**src/rtl/cortez_pkg.sv**
```systemverilog
// Shared definitions for the hidden-layer collector: stream FSM encoding and index sizing.
package cortez_pkg;

    typedef enum logic [1:0] {
        IDLE   = 2'd0,
        LOADED = 2'd1,
        STREAM = 2'd2
    } state_e;

    function automatic int unsigned idx_width(input int unsigned n);
        return (n < 2) ? 32'd1 : 32'($clog2(n));
    endfunction

endpackage

```
**src/rtl/hl_capture_bank.sv**
```systemverilog
// Capture bank: first-result-wins storage per neuron, overflow aggregation and collision flag.
module hl_capture_bank
    import cortez_pkg::*;
#(
    parameter int unsigned NUM_NEURONS = 8,
    parameter int unsigned WIDTH       = 8
) (
    input  logic                         clk_i,
    input  logic                         rstn_i,
    input  logic [NUM_NEURONS*WIDTH-1:0] value_i,
    input  logic [NUM_NEURONS-1:0]       valid_i,
    input  logic [NUM_NEURONS-1:0]       ovf_i,
    input  logic                         xfer_i,
    output logic [NUM_NEURONS*WIDTH-1:0] data_o,
    output logic                         ovf_o,
    output logic                         full_o_c,
    output logic                         ready_o,
    output logic                         collision_o
);

    logic [NUM_NEURONS-1:0]       mask_q, mask_d;
    logic [NUM_NEURONS*WIDTH-1:0] data_q, data_d;
    logic                         ovf_q, ovf_d;
    logic                         ready_q, ready_d;
    logic                         coll_q, coll_d;

    // Collisions are judged against the pre-edge mask, so a transfer never hides one.
    always_comb begin
        mask_d = mask_q;
        data_d = data_q;
        ovf_d  = ovf_q;
        for (int i = 0; i < NUM_NEURONS; i++) begin
            if (valid_i[i] && !mask_q[i]) begin
                mask_d[i]                  = 1'b1;
                data_d[i*WIDTH +: WIDTH]   = value_i[i*WIDTH +: WIDTH];
                ovf_d                      = ovf_d | ovf_i[i];
            end
        end
        if (xfer_i) begin
            mask_d = '0;
            ovf_d  = 1'b0;
        end
        ready_d = ~|mask_d;
        coll_d  = coll_q | (|(valid_i & mask_q));
    end

    always_ff @(posedge clk_i) begin
        if (!rstn_i) begin
            mask_q  <= '0;
            data_q  <= '0;
            ovf_q   <= 1'b0;
            ready_q <= 1'b1;
            coll_q  <= 1'b0;
        end else begin
            mask_q  <= mask_d;
            data_q  <= data_d;
            ovf_q   <= ovf_d;
            ready_q <= ready_d;
            coll_q  <= coll_d;
        end
    end

    assign data_o      = data_q;
    assign ovf_o       = ovf_q;
    assign full_o_c    = &mask_q;
    assign ready_o     = ready_q;
    assign collision_o = coll_q;

endmodule

```
**src/rtl/hl_layer_collector.sv**
```systemverilog
// Collects parallel neuron results and replays them as a contiguous serial stream (ping-pong banks).
module hl_layer_collector
    import cortez_pkg::*;
#(
    parameter int unsigned NUM_NEURONS = 8,
    parameter int unsigned WIDTH       = 8
) (
    input  logic                         CLK,
    input  logic                         RSTN,
    input  logic [NUM_NEURONS*WIDTH-1:0] VALUE_IN,
    input  logic [NUM_NEURONS-1:0]       VALID_IN,
    input  logic [NUM_NEURONS-1:0]       OVERFLOW_IN,
    output logic                         CAPTURE_READY,
    input  logic                         DOWN_READY,
    output logic signed [WIDTH-1:0]      VALUE_OUT,
    output logic                         VALID_OUT,
    output logic                         LAST,
    output logic                         OVERFLOW_OUT,
    output logic                         COLLISION
);

    localparam int unsigned      IDX_W    = idx_width(NUM_NEURONS);
    localparam logic [IDX_W-1:0] LAST_IDX = IDX_W'(NUM_NEURONS - 1);

    state_e                       state_q, state_d;
    logic [IDX_W-1:0]             idx_q, idx_d;
    logic [NUM_NEURONS*WIDTH-1:0] str_data_q, str_data_d;
    logic                         str_ovf_q, str_ovf_d;
    logic                         valid_q, valid_d;
    logic [WIDTH-1:0]             value_q, value_d;
    logic                         last_q, last_d;
    logic                         ovf_out_q, ovf_out_d;

    logic                         xfer_c;
    logic [NUM_NEURONS*WIDTH-1:0] cap_data;
    logic                         cap_ovf;
    logic                         cap_full_c;

    hl_capture_bank #(
        .NUM_NEURONS (NUM_NEURONS),
        .WIDTH       (WIDTH)
    ) u_cap (
        .clk_i       (CLK),
        .rstn_i      (RSTN),
        .value_i     (VALUE_IN),
        .valid_i     (VALID_IN),
        .ovf_i       (OVERFLOW_IN),
        .xfer_i      (xfer_c),
        .data_o      (cap_data),
        .ovf_o       (cap_ovf),
        .full_o_c    (cap_full_c),
        .ready_o     (CAPTURE_READY),
        .collision_o (COLLISION)
    );

    // Next state plus registered beat outputs derived from the next state/index.
    always_comb begin
        state_d    = state_q;
        idx_d      = idx_q;
        str_data_d = str_data_q;
        str_ovf_d  = str_ovf_q;
        xfer_c     = 1'b0;
        value_d    = '0;
        case (state_q)
            IDLE: begin
                if (cap_full_c) begin
                    xfer_c     = 1'b1;
                    str_data_d = cap_data;
                    str_ovf_d  = cap_ovf;
                    state_d    = LOADED;
                end
            end
            LOADED: begin
                if (DOWN_READY) begin
                    state_d = STREAM;
                    idx_d   = '0;
                end
            end
            STREAM: begin
                if (idx_q == LAST_IDX) begin
                    state_d = IDLE;
                    idx_d   = '0;
                end else begin
                    idx_d = idx_q + IDX_W'(1);
                end
            end
            default: begin
                state_d = IDLE;
                idx_d   = '0;
            end
        endcase
        valid_d   = (state_d == STREAM);
        last_d    = valid_d && (idx_d == LAST_IDX);
        ovf_out_d = valid_d && str_ovf_q;
        if (valid_d) begin
            for (int i = 0; i < NUM_NEURONS; i++) begin
                if (idx_d == IDX_W'(i)) begin
                    value_d = str_data_q[i*WIDTH +: WIDTH];
                end
            end
        end
    end

    always_ff @(posedge CLK) begin
        if (!RSTN) begin
            state_q    <= IDLE;
            idx_q      <= '0;
            str_data_q <= '0;
            str_ovf_q  <= 1'b0;
            valid_q    <= 1'b0;
            value_q    <= '0;
            last_q     <= 1'b0;
            ovf_out_q  <= 1'b0;
        end else begin
            state_q    <= state_d;
            idx_q      <= idx_d;
            str_data_q <= str_data_d;
            str_ovf_q  <= str_ovf_d;
            valid_q    <= valid_d;
            value_q    <= value_d;
            last_q     <= last_d;
            ovf_out_q  <= ovf_out_d;
        end
    end

    assign VALID_OUT    = valid_q;
    assign VALUE_OUT    = value_q;
    assign LAST         = last_q;
    assign OVERFLOW_OUT = ovf_out_q;

endmodule

```
**config.mk**
```make
export PLATFORM = sky130hd
export DESIGN_NAME = hl_layer_collector
export DESIGN_NICKNAME = d
export VERILOG_FILES = /design/src/rtl/cortez_pkg.sv /design/src/rtl/hl_capture_bank.sv /design/src/rtl/hl_layer_collector.sv
export SDC_FILE = /design/constraint.sdc
export NUM_CORES = 1
export LEC_CHECK = 0
export CAP_MARGIN = 10
export CORE_ASPECT_RATIO = 1.2
export CORE_MARGIN = 4
export CORE_UTILIZATION = 25
export CTS_CLUSTER_DIAMETER = 60
export DETAILED_ROUTE_END_ITERATION = 16
export PLACE_DENSITY_LB_ADDON = 0.25
export SETUP_SLACK_MARGIN = 0.02
export SYNTH_ARGS = -nofsm -noshare
export SYNTH_HDL_FRONTEND = slang
export SYNTH_SLANG_ARGS = --single-unit
```
**constraint.sdc**
```tcl
create_clock -name CLK -period 5.6 [get_ports CLK]
set_clock_uncertainty 0.15 [all_clocks]
set_input_delay 1.68 -clock CLK [delete_from_list [all_inputs] [get_ports CLK]]
set_output_delay 1.68 -clock CLK [all_outputs]
set_load 0.005 [all_outputs]
```
## Word level (Yosys, flattened, before mapping)

Cells that the tools add are included.

- Flip-flop bits (word level): 156
- Word-level logic and storage cells: 104

- Equal/unequal tests: 11
- Reductions and logical operators: 27
- Add/sub/neg operators: 1
- Bitwise gates (word level): 11
- Muxes and demuxes: 34

Operators by type and width:

| operator | count |
|---|---|
| $mux W8 | 9 |
| $mux W1 | 18 |
| $reduce_or A8 Y1 | 2 |
| $eq A3 B3 Y1 const B | 5 |
| $logic_and A1 B1 Y1 | 10 |
| $logic_not A1 Y1 | 9 |
| $or A1 B1 Y1 | 9 |
| $pmux W3 S3 | 1 |
| $reduce_and A9 Y1 | 1 |
| $and A8 B8 Y8 | 1 |
| $reduce_and A8 Y1 | 1 |
| $eq A3 B2 Y1 const B | 2 |
| $mux W2 | 3 |
| $mux W3 | 2 |
| $pmux W2 S3 | 1 |
| $eq A2 B2 Y1 const B | 2 |
| $add A3 B1 Y3 const B | 1 |
| $eq A3 B1 Y1 const B | 1 |
| $logic_not A3 Y1 | 1 |
| $eq A2 B1 Y1 const B | 1 |
| $logic_not A2 Y1 | 1 |
| $reduce_and A2 Y1 | 1 |
| $reduce_or A2 Y1 | 1 |
| $not A1 Y1 | 1 |

## Logic depth before layout (Yosys ltp)

- Depth in word-level cells: 17
- Depth in mapped cells: 10
- Mapped depth without buffers: 7

## Hierarchy

From an unflattened synthesis, not the netlist that was laid out.

- Cell total of the unflattened synthesis: 775
- Area total of the unflattened synthesis: 6387.4 µm²

Modules (own cells, without submodules):

| module | times used | cells each | area an instance (µm²) | seq. area each (µm²) |
|---|---|---|---|---|
| hl_layer_collector | 1 | 432 | 3628.5 | 1621.6 |
| hl_capture_bank | 1 | 343 | 2758.9 | 1501.4 |

## Worst setup path before layout

OpenSTA, ideal clock, no wires.

- Path type: input to register
- From: in DOWN_READY
- To: reg value_q[0], in the netlist VALUE_OUT[0]
- Stages: 7
- Setup slack: 2294 ps
- Arrival: 3027 ps
- Buffers on the path: 2
- Cells stage by stage: or3b_1 > buf_2 > nand3_4 > buf_12 > mux2_2 > a211oi_1 > o22ai_1

- Longest elaborated chain between the ends: 11
- Elaborated cells between the ends (all ways): 22
- Classes of those cells: eq/ne: 8; mux: 12; reduce/logical: 2

Ends and longest elaborated chain:

| what | line | text |
|---|---|---|
| start: declaration | hl_layer_collector.sv:14 | `input logic DOWN_READY,` |
| $mux W3 | hl_layer_collector.sv:74 | `if (DOWN_READY) begin` |
| $pmux W3 S3 | hl_layer_collector.sv:64 | `case (state_q)` |
| $logic_not A3 Y1 | hl_layer_collector.sv:97 | `if (idx_d == IDX_W'(i)) begin` |
| $mux W8 (8 in series) | hl_layer_collector.sv:97 |  |
| end signal: assignment | hl_layer_collector.sv:120 | `value_q <= value_d;` |
| end: declaration | hl_layer_collector.sv:30 | `logic [WIDTH-1:0] value_q, value_d;` |

Several ways; a longest one is shown, not always the timed one.
A chain may end at the register's enable or synchronous reset.

## Worst setup path after layout

- From: in DOWN_READY
- To: reg value_q[2], in the netlist VALUE_OUT[2]

Same word-level chain as after synthesis.

==> impl_metrics.yaml <==
power:
  ir_drop_uv: 176
  p_clk_frac: 0.480
  total_power_mw: 2.53
  p_per_area_nw_per_um2: 317
  switching_power_mw: 0.570
  p_int_mw: 1.96
  p_sw_frac: 0.225
  p_comb_frac: 0.062
  seq_power_share: 0.459
  total_leakage_power_nw: 2.72
layout:
  num_antenna_cells: 0
  drive_gt1_frac: 0.0661
  regArea_sq_um: 3120
  nets: 919
  final_util: 0.324
  multi_input_area_sq_um: 2840
  fin_cells: 1172
  area_growth_pct: 27.7
  final_cell_area_sq_um: 8000
  fill_cells: 2651
worst_setup_path:
  path_max_fanout: 11
  required_ns: 5.74
  critPathLaunchType: "input port"
  crit_type: "in -> reg"
  crit_path_end_kind: "flip-flop"
  cp_data_arrival_time_ns: 3.87
detailed_routing:
  first_pass_iters: 5
  vias_per_cell: 4.63
  vias: 5428
  first_iter_violations: 425
  ant_nets: 0
  routed_wl_um: 18400
  wl_per_cell_um: 15.7
  drc: 0
logic_synthesis:
  syn_area_sq_um: 6260
  syn-num-nets: 860
  synth-main-ff-cell: "dfxtp_1"
  syn_area_per_cell_sq_um: 8.08
  synth_edf_count: 0
  synth.area.mux_share: 0.0160
  synth_fa_ha_area_frac: 0.00400
  synth.area.top_cells: "dfxtp_1 (50%), nand2_1 (16%), a21oi_1 (11%)"
  synth_compound_area_frac: 0.190
  yosys.area_share.simple: 0.243
  yosys_warnings: 0
  synth_top_area_share: 0.499
  ys_ff_latch: 156
  netlist-cell-type-count: 47
  synthCells: 775
  synth-async-reset-ratio: 0
  yosysMostFrequentCell: "nand2_1"
  seq_area_frac_synth: 0.499
  yosys-top-cells-count: "nand2_1 (262), dfxtp_1 (156), a21oi_1 (134), clkbuf_1 (30), nor2_1 (21)"
  synth-xor-area-share: 0
  synth_top_area_cell: "dfxtp_1"
  synth_top_family_by_area: "simple AND/OR/NAND/NOR gates"
floorplan:
  fp.dieW_um: 152
  die_height_um: 181
  start_util: 0.254
  rows: 63
  die-area_sq_um: 27700
  core_sq_um: 24700
  ioPinCount: 96
global_route:
  grt_antenna_before_repair: 0
  grt_max_degree: 78
  gr-total-overflow: 0
  grt_pass1_wl_um: 29100
  grt_pass1_vias: 5312
  grtUsageTotal: 0.132
cts:
  root_buffer: "clkbuf_16"
  clk_latency_ns: 0.42
  cts_resized: 0
  ctsHoldBuffers: 0
  path_clk_slew_ns: 0.06
  cts_setup_buffers: 0
  cts_tree: "done"
  clk_path_buf_depth: 2
  cts.sinks: 156
  cts_made_buffers: 17
  htreeDepth: 4
timing:
  whs_ns: 0.298
  post-route-period-util: 0.667
  rsz0062_at_grt: "no"
  slew_headroom: 0.301
  setup_violations: 0
  finalWorstSetupSlack_ns: 1.87
  fmax_ghz: 0.268
  finalCriticalPeriod_ns: 3.73
  report.final.slew_viol_count: 0
  tightest_slew_ns: 1.05
  finalHoldViolCount: 0
  fin_tns_setup_ns: 0
placed_design:
  place.gp.congestion: 0.863
  dp.cells: 1140
  place_ws_ns: 1.49
  place_area_sq_um: 7370
  hpwl_um: 13400
  port_buffers: 95
status:
  status: "complete, no violations"
job:
  maxCapViolations: 0
min_path:
  hold_class: "reg -> reg"
layout by cell type, fill, tap and decap left out, types with 2 or more instances in the layout:
cell and count:
a221oi_1 10, clkbuf_16 17, nand2b_1 9, o221ai_1 8, clkdlybuf4s50_1 95, clkinv_2 3
clkinvlp_4 2, a222oi_1 2, o21ai_0 8, bufinv_16 3, and3_1 4, mux2_2 8
o22ai_1 8, and2_1 12, or3b_1 2, dfxtp_1 156, clkinv_4 2, nor2b_1 8
a21oi_1 134, buf_4 6, nor2_1 21, inv_6 3, a211oi_1 17, nand4_1 12
nand2_1 262, o31ai_1 8, clkbuf_8 3, a22o_1 2, nand3_4 2, ha_1 2
cell families after synthesis:
kind of cell / count (synthesis)
buffers and inverters: 62
multiplexers: 9
flip-flops: 156
AO/OA/AOI/OAI: 203
adder cells (fa/ha/maj): 2
AND/OR/NAND/NOR: 343
power by group through the flow:
stage                     clock network [mW]  registers, mW  logic (mW)
after global placement                     0           1.19       0.158
after CTS                               1.24           1.16       0.159
after global routing                    1.29           1.16       0.174
final                                   1.21           1.16       0.156
after detailed placement                   0           1.19       0.159
after floorplan                            0           1.18      0.0722
final cells by class:
type                       count  share of cell area
sequential                   156               0.391
multi-input combinational    557               0.355
timing repair buffer         101               0.125
clock buffer                  20              0.0584
tap                          325              0.0509
clock inverter                12              0.0199
inverter                       1            0.000626
path summary, 6_finish.rpt:
kind	from	to	slack, ns	cells after the start
worst min-delay path	u_cap.data_o[40]	str_data_q[40]	0.30	2
worst max-delay path	DOWN_READY	VALUE_OUT[2]	1.87	6
worst max register to register	idx_q[0]	VALUE_OUT[2]	2.68	7
worst min register to register	u_cap.data_o[40]	str_data_q[40]	0.30	2
flip-flops by register name (all words and copies together), names as in the netlist, 2 cells and up:
name / cells
u_cap.data_o: 64
u_cap.mask_q: 8
idx_q: 3
state_q: 2
VALUE_OUT: 8
str_data_q: 64
layer usage:
layer	wire (um)	vias up	part of all wire	global-route usage
li1	-	2764	-	-
met1	8750	2519	0.48	0.177
met2	8470	118	0.46	0.206
met3	713	27	0.039	0.0338
met4	423	0	0.023	0.0449
met5	0	-	0	0
worst max-delay path, stage by stage:
cell and delay, ns:
clkdlybuf4s50_1 0.55, or3b_1 0.56, nand3_4 0.25, mux2_2 0.37
a211oi_1 0.31, o22ai_1 0.14
Power figures use the tool's default switching activity.
